`src/rtl/sub_slice_sequencer.sv`:
```
// Drives one external 3-bit borrow subtractor slice, LSB slice first, to form a WIDTH-bit A-B.
// Define SUB_SEQ_ABS_RESULT_EN to add a NEGATE pass that reports negative results as magnitude.
module sub_slice_sequencer #(
    parameter int WIDTH = 9
) (
    input  logic             CLOCK_50,
    input  logic             reset,
    input  logic             start,
    input  logic [WIDTH-1:0] a,
    input  logic [WIDTH-1:0] b,
    output logic             busy,
    output logic             done,
    output logic [WIDTH-1:0] diff,
    output logic             borrow_out,
    output logic             neg,
    output logic [2:0]       slice_x,
    output logic [2:0]       slice_y,
    output logic             slice_bin,
    input  logic [2:0]       slice_diff,
    input  logic             slice_bout
);

    localparam int SLICES = WIDTH / 3;
    localparam int KW     = (SLICES > 1) ? $clog2(SLICES) : 1;
    localparam logic [KW-1:0] K_LAST = KW'(SLICES - 1);

`ifdef SUB_SEQ_ABS_RESULT_EN
    typedef enum logic [1:0] {S_IDLE, S_SUB, S_NEGATE, S_DONE} state_t;
`else
    typedef enum logic [1:0] {S_IDLE, S_SUB, S_DONE} state_t;
`endif

    state_t           state_reg, state_next;
    logic [WIDTH-1:0] opa_reg, opb_reg, work_reg, diff_reg;
    logic [WIDTH-1:0] work_upd;
    logic [KW-1:0]    k_reg;
    logic             brw_reg, borrow_reg;
    logic [2:0]       opa_sl, opb_sl;
    logic             k_last;

    assign k_last     = (k_reg == K_LAST);
    assign busy       = (state_reg != S_IDLE);
    assign done       = (state_reg == S_DONE);
    assign diff       = diff_reg;
    assign borrow_out = borrow_reg;

    // Working value with the current slice replaced by the slice result; the
    // final slice's write lands in diff on the same edge, so diff is valid with done.
    generate
        for (genvar gi = 0; gi < SLICES; gi++) begin : g_work
            assign work_upd[3*gi +: 3] = (k_reg == KW'(gi)) ? slice_diff : work_reg[3*gi +: 3];
        end
    endgenerate

`ifdef SUB_SEQ_ABS_RESULT_EN
    logic [2:0] work_sl;
    logic       neg_reg;
    assign neg = neg_reg;
`else
    assign neg = 1'b0;
`endif

    always_comb begin
        opa_sl = '0;
        opb_sl = '0;
`ifdef SUB_SEQ_ABS_RESULT_EN
        work_sl = '0;
`endif
        for (int i = 0; i < SLICES; i++) begin
            if (k_reg == KW'(i)) begin
                opa_sl = opa_reg[3*i +: 3];
                opb_sl = opb_reg[3*i +: 3];
`ifdef SUB_SEQ_ABS_RESULT_EN
                work_sl = work_reg[3*i +: 3];
`endif
            end
        end
    end

    always_comb begin
        state_next = state_reg;
        slice_x    = 3'd0;
        slice_y    = 3'd0;
        slice_bin  = 1'b0;
        case (state_reg)
            S_IDLE: begin
                if (start) state_next = S_SUB;
            end
            S_SUB: begin
                slice_x   = opa_sl;
                slice_y   = opb_sl;
                slice_bin = brw_reg;
                if (k_last) begin
`ifdef SUB_SEQ_ABS_RESULT_EN
                    state_next = slice_bout ? S_NEGATE : S_DONE;
`else
                    state_next = S_DONE;
`endif
                end
            end
`ifdef SUB_SEQ_ABS_RESULT_EN
            S_NEGATE: begin
                slice_x   = 3'd0;
                slice_y   = work_sl;
                slice_bin = brw_reg;
                if (k_last) state_next = S_DONE;
            end
`endif
            S_DONE: begin
                state_next = S_IDLE;
            end
            default: state_next = S_IDLE;
        endcase
    end

    always_ff @(posedge CLOCK_50) begin
        if (reset) begin
            state_reg  <= S_IDLE;
            opa_reg    <= '0;
            opb_reg    <= '0;
            work_reg   <= '0;
            diff_reg   <= '0;
            k_reg      <= '0;
            brw_reg    <= 1'b0;
            borrow_reg <= 1'b0;
`ifdef SUB_SEQ_ABS_RESULT_EN
            neg_reg    <= 1'b0;
`endif
        end else begin
            state_reg <= state_next;
            case (state_reg)
                S_IDLE: begin
                    if (start) begin
                        opa_reg <= a;
                        opb_reg <= b;
                        k_reg   <= '0;
                        brw_reg <= 1'b0;
                    end
                end
                S_SUB: begin
                    work_reg <= work_upd;
                    brw_reg  <= slice_bout;
                    k_reg    <= k_last ? '0 : k_reg + KW'(1);
                    if (k_last) begin
                        brw_reg <= 1'b0;
`ifdef SUB_SEQ_ABS_RESULT_EN
                        if (!slice_bout) begin
                            diff_reg   <= work_upd;
                            borrow_reg <= 1'b0;
                            neg_reg    <= 1'b0;
                        end
`else
                        diff_reg   <= work_upd;
                        borrow_reg <= slice_bout;
`endif
                    end
                end
`ifdef SUB_SEQ_ABS_RESULT_EN
                S_NEGATE: begin
                    work_reg <= work_upd;
                    brw_reg  <= slice_bout;
                    k_reg    <= k_last ? '0 : k_reg + KW'(1);
                    // Only entered when A<B, so the reported borrow is always 1 here.
                    if (k_last) begin
                        diff_reg   <= work_upd;
                        borrow_reg <= 1'b1;
                        neg_reg    <= 1'b1;
                    end
                end
`endif
                default: ;
            endcase
        end
    end

endmodule

```
`config.mk`:
```
export PLATFORM = sky130hd
export DESIGN_NAME = sub_slice_sequencer
export DESIGN_NICKNAME = d
export VERILOG_FILES = /design/src/rtl/sub_slice_sequencer.sv
export SDC_FILE = /design/constraint.sdc
export NUM_CORES = 1
export LEC_CHECK = 0
export BUFFER_PORTS_ARGS = -buffer_cell sky130_fd_sc_hd__buf_2
export CAP_MARGIN = 15
export CELL_PAD_IN_SITES_DETAIL_PLACEMENT = 0
export CELL_PAD_IN_SITES_GLOBAL_PLACEMENT = 2
export CORE_MARGIN = 2
export CORE_UTILIZATION = 30
export CTS_CLUSTER_SIZE = 30
export DETAILED_ROUTE_END_ITERATION = 12
export GPL_TIMING_DRIVEN = 0
export PLACE_DENSITY_LB_ADDON = 0.12
export SLEW_MARGIN = 20
export SYNTH_ARGS = -nofsm -noshare
export SYNTH_HDL_FRONTEND = slang
export SYNTH_SLANG_ARGS = --single-unit
```
`constraint.sdc`:
```
create_clock -name CLOCK_50 -period 1.7 [get_ports CLOCK_50]
set_input_delay 0.34 -clock CLOCK_50 [delete_from_list [all_inputs] [get_ports CLOCK_50]]
set_output_delay 0.34 -clock CLOCK_50 [all_outputs]
set_load 0.1 [all_outputs]
```
### Word-level counts from Yosys, hierarchy flattened

Index checks and enable logic that the tools add are counted.

* output and inout bits: 20
* bits in registers: 42

* $add $sub $neg: 1
* reduce and logical (&&, ||, !) cells: 8
* mux-type cells: 21
* eq/ne operators: 6

Operator list (count)
* $mux W3: 11
* $mux W2: 4
* $pmux W2 S2: 2
* $reduce_and A2 Y1: 4
* $eq A2 B1 Y1 const B: 2
* $eq A2 B2 Y1 const B: 2
* $logic_not A2 Y1: 2
* $ne A2 B2 Y1 const B: 2
* $reduce_bool A2 Y1: 2
* $mux W1: 3
* $add A2 B1 Y2 const B: 1
* $pmux W1 S2: 1

### Longest topological paths before layout

* depth in word-level cells: 5
* gate-level depth with buffers: 6
* mapped depth without buffers: 3

### Worst setup path after synthesis

No wires, ideal clock.

* path kind: register to output
* start: reg k_reg[1]
* end: out slice_y[0]
* data required time: 1.360 ns
* slack: -1.672 ns
* stages on the path, launching flop included: 5
* path buffers: 2
* data arrival time: 3.032 ns
* cells stage by stage: dfxtp_1 > buf_2 > buf_2 > nand2b_1 > a211oi_1

* cells in the longest elaborated chain, start to end: 5
* elaborated cells on any way between the ends: 7
* classes of those cells: eq/ne (2); mux (4); reduce/logical (1)

Ends and longest elaborated chain
* start, declared: line 36 `logic [KW-1:0] k_reg;`
* start signal, assigned: line 143 `k_reg <= k_last ? '0 : k_reg + KW'(1);`
* $logic_not A2 Y1: line 70 `if (k_reg == KW'(i)) begin`
* $mux W3 (2 in series): line 70
* $mux W3 (*): line 70
* $mux W3 (*): line 85 `case (state_reg)`
* end, declared: line 17 `output logic [2:0] slice_y,`

Mark *: on every way between the ends. The rest lies on a longest branch, timed or not.

### Worst setup path after layout

* start: reg k_reg[1]
* end: out slice_x[1]

* cells in the longest elaborated chain, start to end: 5
* elaborated cells on any way between the ends: 7
* classes of those cells: eq/ne (2); mux (4); reduce/logical (1)

Ends and longest elaborated chain
* $logic_not A2 Y1: line 70
* $mux W3 (2 in series): line 70
* $mux W3 (*): line 70
* $mux W3 (*): line 85
* end, declared: line 16 `output logic [2:0] slice_x,`

Marks and branches as above.

==> flow_summary.json <==
{
  "start_util_pct": 30.5,
  "ant_nets": 0,
  "clock_latency_ps": 290,
  "io_pins": 45,
  "p_sw_share_pct": 28.5,
  "synth_fp_nets": 201,
  "final_common_cell": "dfxtp_1",
  "power_frac_comb_pct": 20.4,
  "syn_inst": 176,
  "num_antenna_cells": 0,
  "violations": "setup timing",
  "stdcell_count": 305,
  "grt_setup_unrepaired": "true",
  "vias": 1340,
  "die_w_um": 78.4,
  "power_density_nw_per_um2": 829,
  "pwr-share-clk_pct": 31.4,
  "drive_above_1_share_pct": 42.9,
  "worstSetupEndpointType": "primary output",
  "grt_max_degree": 12,
  "status": "finished with violations",
  "period_share_pct": 107,
  "slew_headroom_pct": 64.3,
  "grt-ovfl-total": 0,
  "intPower_mw": 1.46,
  "whs_ps": 283,
  "final-setup-viol-count": 7,
  "wire_per_inst_um": 13.6,
  "design.die.area_um2": 6150,
  "p_seq_share_pct": 48.2,
  "cts_buffers": 5,
  "skew_ps": 9.54,
  "fin_ws_ps": -112,
  "p_sw_mw": 0.580,
  "io_buffers": 42,
  "final_hold_viol_count": 0,
  "cp.arrival_ps": 1470,
  "slew_viol_final": 0,
  "grt_pass1_vias": 1330,
  "drc_errors": 0,
  "gp_congestion": 0.765,
  "worstPathRequired_ps": 1360,
  "dr.pass1.iters": 4,
  "die_y_um": 78.4,
  "drt_wl_total_um": 4160,
  "cts_max_path_buffers": 2,
  "layout_common_cells": "dfxtp_1 (35), buf_2 (34), nor2_1 (29)",
  "grt_usage_pct": 14.2,
  "clk_pin_slew_ps": 80,
  "critPathKind": "flop to primary output",
  "syn_avg_cell_area_um2": 9.43,
  "fillCellCount": 549,
  "nets": 258,
  "fin_crit_ps": 1810,
  "antenna_found_initial": 0,
  "cp_max_fo": 8,
  "cts.sinks": 39,
  "power.total_mw": 2.04,
  "startpoint_type": "flop",
  "core_area_um2": 5440,
  "synth-seq-cells": 39,
  "syn_to_final_growth_pct": 48.0,
  "ir_drop_v": 0.000441,
  "yosysUniqueCellTypes": 24,
  "p_leak_nw": 1.01,
  "cap_violations": 0,
  "hold_path_class": "input port to flop",
  "synth_warnings": 0,
  "placed_cells": 290,
  "drtIter0Drc": 49,
  "tightestPinTransition_ps": 535,
  "cts_tree": "built",
  "syn-cell-area_um2": 1660,
  "htreeDepth": 2,
  "ys_seq_area_share_pct": 47.0,
  "fmax_mhz": 552,
  "rows": 27,
  "grt_pass1_wl_um": 6690,
  "root_buffer": "clkbuf_8",
  "fin_util_pct": 45.2,
  "dpl.hpwl_um": 2860,
  "viasPerCell": 4.39
}
==> synth_stat cells <==
library cell,count,area [um2]
a21oi_1,13,65.1
buf_6,3,33.8
nor2b_1,5,31.3
a211oi_1,6,45.0
conb_1,1,3.75
nand2b_1,6,37.5
nor3b_2,1,12.5
and4bb_2,2,25.0
dfxtp_1,39,781
buf_4,3,22.5
buf_12,1,20.0
nand2_1,23,86.3
nor2_1,29,109
a32oi_1,1,8.76
or2_2,1,6.26
clkbuf_1,4,15.0
mux2i_1,27,270
and2_1,1,6.26
o21bai_1,1,7.51
buf_1,1,3.75
o21ai_0,3,15.0
nor4b_4,1,23.8
nand4bb_2,1,16.3
buf_2,3,15.0
==> power by group through the flow <==
stage / registers (mW) / clock network (mW) / logic [mW]
2_1_floorplan: 0.996 / 0 / 0.267
3_3_place_gp: 0.996 / 0 / 0.338
3_5_place_dp: 0.999 / 0 / 0.343
4_1_cts: 0.980 / 0.660 / 0.387
5_1_grt: 0.987 / 0.707 / 0.444
6_report: 0.982 / 0.638 / 0.415
==> layer usage <==
layer,track usage [%],vias to the layer above,routed length (um)
li1,-,694,-
met1,19.5,612,2050
met2,21.5,29,1880
met3,4.48,5,191
met4,4.21,0,40
met5,0,-,0
==> final cells by class <==
class | count | area [um2] | share of cell area (%)
buffer | 14 | 128 | 5.19
clock buffer | 6 | 82.6 | 3.36
timing repair buffer | 51 | 425 | 17.3
multi-input combinational | 122 | 936 | 38.1
clock inverter | 1 | 5.00 | 0.204
tap | 72 | 90.1 | 3.67
sequential | 39 | 791 | 32.2
==> what timing repair did <==
| item | in CTS | in global routing |
|---|---|---|
| cloned | 0 | 1 |
| resized for setup | 44 | 23 |
| hold buffers | 0 | 0 |
| pin swaps | 4 | 6 |
| buffers inserted | 2 | 6 |
| endpoints found under the setup margin | 9 | 8 |
==> worst max-delay path, stage by stage, from the launching register on <==
cell      delay, ps
dfxtp_4         390
and4bb_2        310
buf_6           130
nand2_2          70
o21ai_4          80
buf_12          190
==> path summary, 6_finish.rpt <==
kind | cells after the start | to | slack, ps | start
worst max-delay path | 5 | slice_x[1] | -110 | k_reg[1]
worst min-delay path | 3 | opb_reg[4] | 280 | b[4]
worst max register to register | 7 | opa_reg[0] | 170 | state_reg[0]
worst min register to register | 2 | borrow_out | 450 | borrow_out
==> cell families after synthesis <==
logic type	count (synthesis)	share of synthesized area (%)
compound gates	24	8.52
buf+inv	15	6.63
flops	39	47.0
mux	27	16.3
other cells	1	0.226
simple gates	70	21.3
==> per-stage QoR <==
step	setup WS (ps)	setup TNS (ps)	instance area (um2)
after floorplan	-263	-1200	1750
after global placement	-107	-418	2050
after detailed placement	-137	-549	2050
after CTS	-145	-814	2320
after global routing	-159	-837	2460
final	-112	-479	2460
Power figures use the tool's default switching activity.
